--- src/rtl/rf_wb_arbiter.sv ---
// rtl/rf_wb_arbiter.sv - register file write-port arbiter and long-latency scoreboard
// Optional same-cycle busy clear on B handshake: RF_WB_SB_BYPASS_EN
module rf_wb_arbiter #(
  parameter int STARVE_LIMIT = 4
) (
  input  logic        i_clk,
  input  logic        i_rst,
  input  logic        i_a_wen,
  input  logic [4:0]  i_a_waddr,
  input  logic [31:0] i_a_wdata,
  output logic        o_wb_stall,
  input  logic        i_b_valid,
  input  logic [4:0]  i_b_waddr,
  input  logic [31:0] i_b_wdata,
  output logic        o_b_ready,
  input  logic        i_iss_valid,
  input  logic [4:0]  i_iss_rd,
  output logic        o_iss_ready,
  input  logic [4:0]  i_rs1_addr,
  input  logic [4:0]  i_rs2_addr,
  output logic        o_rs1_busy,
  output logic        o_rs2_busy,
  output logic        o_rd_wen,
  output logic [4:0]  o_rd_waddr,
  output logic [31:0] o_rd_wdata
);

  localparam logic [7:0] LIMIT = 8'(STARVE_LIMIT);

  logic [7:0]  wait_cnt;
  logic [31:0] busy;
  logic [31:0] busy_view;
  logic [31:0] clr_vec;
  logic [31:0] set_vec;
  logic        a_active;
  logic        guard;
  logic        grant_a;
  logic        grant_b;
  logic        iss_ok;

  always_comb begin
    a_active = i_a_wen && (i_a_waddr != 5'd0);
    guard    = i_b_valid && (wait_cnt == LIMIT);
    grant_b  = guard || (i_b_valid && !a_active);
    grant_a  = a_active && !guard;
    clr_vec  = grant_b ? (32'd1 << i_b_waddr) : 32'd0;
`ifdef RF_WB_SB_BYPASS_EN
    busy_view = busy & ~clr_vec;
`else
    busy_view = busy;
`endif
    iss_ok  = (i_iss_rd == 5'd0) || !busy_view[i_iss_rd];
    set_vec = (i_iss_valid && iss_ok && (i_iss_rd != 5'd0)) ? (32'd1 << i_iss_rd) : 32'd0;
  end

  // Reset forces the hazard-facing outputs to their idle values immediately.
  always_comb begin
    o_b_ready   = grant_b;
    o_wb_stall  = !i_rst && guard;
    o_iss_ready = i_rst || iss_ok;
    o_rs1_busy  = !i_rst && busy_view[i_rs1_addr];
    o_rs2_busy  = !i_rst && busy_view[i_rs2_addr];
    o_rd_wen    = !i_rst && (grant_a || (grant_b && (i_b_waddr != 5'd0)));
    o_rd_waddr  = grant_a ? i_a_waddr : i_b_waddr;
    o_rd_wdata  = grant_a ? i_a_wdata : i_b_wdata;
  end

  // Set is applied after clear so a re-issue to the returning register stays busy.
  always_ff @(posedge i_clk) begin
    if (i_rst) begin
      busy     <= 32'd0;
      wait_cnt <= 8'd0;
    end else begin
      busy <= ((busy & ~clr_vec) | set_vec) & ~32'd1;
      if (!i_b_valid || grant_b)
        wait_cnt <= 8'd0;
      else if (wait_cnt != LIMIT)
        wait_cnt <= wait_cnt + 8'd1;
    end
  end

endmodule

--- config.mk ---
export PLATFORM = sky130hd
export DESIGN_NAME = rf_wb_arbiter
export DESIGN_NICKNAME = d
export VERILOG_FILES = /design/src/rtl/rf_wb_arbiter.sv
export SDC_FILE = /design/constraint.sdc
export NUM_CORES = 1
export LEC_CHECK = 0
export BUFFER_PORTS_ARGS = -buffer_cell sky130_fd_sc_hd__buf_2
export CORE_UTILIZATION = 49
export DETAILED_ROUTE_END_ITERATION = 10
export PLACE_DENSITY = 0.92
export SYNTH_ARGS = -nofsm -noshare
export SYNTH_HDL_FRONTEND = slang
export SYNTH_SLANG_ARGS = --single-unit
--- constraint.sdc ---
create_clock -name i_clk -period 3.1 [get_ports i_clk]
set_clock_uncertainty 0.05 [all_clocks]
set_input_delay 0.62 -clock i_clk [delete_from_list [all_inputs] [get_ports i_clk]]
set_output_delay 0.62 -clock i_clk [all_outputs]
set_load 0.1 [all_outputs]
==> impl_metrics.toml <==
[clock_tree]
cts.htree.levels = 2
tritoncts = "built"
insertion_delay_ns = 0.30
hold_buffers = 0
ctsLongestPathBuffers = 2
path_clk_slew_ns = 0.07
numClockSinks = 39
ctsRootBufferMaster = "clkbuf_8"
cts-buffers-inserted = 5

[yosys]
syn_area_per_cell_um2 = 9.05
synth_fp_nets = 453
ys_warn_count = 0
synthFlopType = "dfxtp_1"
yosys-top-cells-area = "dfxtp_1 (24%), mux2i_1 (7.4%), mux4_2 (7.0%)"
syn_area_um2 = 3230
postSynth.asyncResetShare = 0
synth_area_leader_cell = "dfxtp_1"
synth_edf_count = 0
syn_inst = 357
synth_cell_types = 57
ys_seq_area_frac = 0.242
ys_ff_latch = 39
yosysTopAreaCellShare = 0.242

[placed_design]
io_buffers = 136
dpl_cell_area_um2 = 4590
hpwl_mm = 9.54
dp_cells = 556
gp_congestion = 1.02

[drt]
ant_nets = 0
drt-total-wl_mm = 13.4
dr_total_vias = 3936
wl_per_cell_um = 23.5
initialDrtViolationCount = 641
post-route-drc-count = 0
dr.pass1.iters = 7
vias_per_cell = 6.88

[critical_path]
cp.arrival_ns = 2.67
worstSetupPathType = "flip-flop to output pin"
max_stage_delay_ns = 0.48
endpoint_kind = "output pin"
critical_path_peak_fanout = 8
crit_path_start_kind = "flip-flop"
path_cells = "inv_2 -> ha_4 -> or4b_4 -> nor4b_4 -> a21o_4 -> buf_6 -> mux2_4 -> buf_12"
required_ns = 2.43
crit_slowest_cell = "or4b_4"

[min_path]
holdCritPathClass = "flip-flop to flip-flop"

[timing]
fin_crit_sh = 1.08
relSlewSlack = 0.622
rsz0062_at_grt = "yes"
finalSetupViolCount = 38
fin_crit_ns = 3.34
finalHoldViolCount = 0
fmax_ghz = 0.300
setup_ws_ns = -0.236
tightestPinTransition_ns = 0.566
hold_ws_ns = 0.496
slew_violations = 0

[global_route]
grt_pass1_vias = 3706
grt_first_pass_wirelength_mm = 19.1
overflow = 0
grt_max_degree = 28
grt_antenna_before_repair = 2
grt_usage = 0.350

[finish]
postLayoutCellArea_um2 = 4920
layout.cells.non_filler = 572
seq_area_um2 = 783
drive_gt1_frac = 0.469
areaGrowthSynthToFinish_pct = 52.5
multi_input_area_um2 = 2400
finalNetCount = 588
fillCellCount = 366
utilization = 0.776

[floorplan]
die_w_um = 83.2
die_area_um2 = 6920
ioPinCount = 137
design.core.area_um2 = 6350
initial_core_util = 0.509
fp.dieH_um = 83.2
rows = 29

[power_and_ir_drop]
power.internal_mw = 0.999
p_comb_frac = 0.511
p_seq_frac = 0.296
p_leak_nw = 2.11
peakVddDrop_mv = 0.283
power.density_nw_per_um2 = 352
p_switching_mw = 0.736
sw_frac_of_total = 0.424
clkPwrFrac = 0.193

[outcome]
violations = "negative setup slack"
outcome = "finished, violations left"

[flow_run]
maxCapViolCount = 0
## worst max-delay path, delay by kind of cell (launching register included)
kind                     cells  cell delay, ns
AND/OR/NAND/NOR              2            0.90
flip-flops                   1            0.33
AO/OA/AOI/OAI                1            0.24
buffers and inverters        3            0.43
multiplexers                 1            0.35
adder cells (fa/ha/maj)      1            0.12
## metal layers
metal / track usage / wire length [um] / up-vias
met5: 0 / 0 / -
met4: 0.172 / 931 / 0
met3: 0.0696 / 1600 / 95
met2: 0.644 / 6630 / 386
met1: 0.380 / 4280 / 1798
li1: - / - / 1657
## synthesized netlist by cell type (3+ instances only)
cell       number
a21oi_1         9
mux2_1         19
buf_4           3
nand2b_1        6
o2111ai_1       4
o21ai_0         8
clkbuf_1       15
and3_1          9
o32ai_1         3
a311oi_1        3
buf_6           3
dfxtp_1        39
a211oi_1        3
nor2_1         25
mux2_2         19
or3_1           3
nand4_1         3
a32o_1         10
buf_2           5
a31oi_1         3
nor3_1          4
inv_1           9
nand3b_1        3
nor2b_1        13
mux4_2         10
mux2i_1        24
o311ai_1        8
a31o_2          5
o311ai_0        7
nand2_1        17
nand3_1        20
o31ai_1         7
xor2_1          6
## state kept, by name, summed over array words and instances (netlist names)
register,count
busy,31
wait_cnt,8
## final cells by class
cell class              count  share of cell area
diodes                      2             0.00102
clock buffers               7              0.0155
clock inverters             1             0.00102
inverters                  11             0.00864
multi-input cells         278               0.488
flip-flops and latches     39               0.159
well taps                  77              0.0196
repair buffers            157               0.308
## what timing repair did
action / 4_1_cts / 5_1_grt
buffers inserted: 2 / 2
cloned: 1 / 1
pin swaps: 0 / 2
gates resized for setup: 25 / 27
endpoints found under the setup margin: 39 / 39
## stage by stage
step	setup slack [ns]	setup TNS, ns	total power [mW]
final	-0.236	-7.20	1.74
after global routing	-0.296	-9.64	1.78
after detailed placement	-0.00824	-0.00824	1.35
after global placement	0.0915	0	1.33
after CTS	-0.233	-7.51	1.69
after floorplan	0.0382	0	1.03
## placed cells by master (no fill, tap or decap), drive strengths merged, types with 2 or more instances in the layout
master,n
o211ai,2
a31oi,3
nand4,3
a211o,2
o21ai,10
diode,2
ha,2
nand2b,6
clkinv,3
nor2,25
and3b,2
a211oi,3
a32o,10
dfxtp,39
a311oi,3
o31ai,7
nor3b,2
o2111ai,4
mux2i,24
o311ai,15
a21oi,9
and3,9
nand4b,2
or3,3
clkbuf,9
o32ai,3
nor2b,13
nand2,17
nand3b,3
or2,2
mux2,38
nand3,20
mux4,10
o32a,2
xor2,6
inv,9
a31o,5
nor3,4
buf,155
## cells by family (layout without fill, tap and decap cells)
family                   after synthesis  in the layout  share of synthesized area
buffers and inverters                 40            176                     0.0628
adder cells (fa/ha/maj)                2              2                    0.00775
AND/OR/NAND/NOR                      116            116                      0.196
multiplexers                          72             72                      0.277
AO/OA/AOI/OAI                         82             82                      0.199
flip-flops                            39             39                      0.242
other                                  0              2                          0
XOR/XNOR                               6              6                     0.0163
## power groups by stage
stage	sequential, mW	combinational (mW)	clock (mW)
5_1_grt	0.514	0.908	0.358
2_1_floorplan	0.522	0.513	0
3_5_place_dp	0.524	0.825	0
6_report	0.514	0.887	0.336
3_3_place_gp	0.524	0.811	0
4_1_cts	0.513	0.845	0.329
## final timing paths
check              start        endpoint  slack (ns)  cells after the start
max          wait_cnt[0]  o_rd_wdata[21]       -0.24                      8
min             busy[16]        busy[16]        0.50                      2
min reg2reg     busy[16]        busy[16]        0.50                      2
max reg2reg  wait_cnt[0]        busy[11]        0.31                      9
Power figures use the tool's default switching activity.
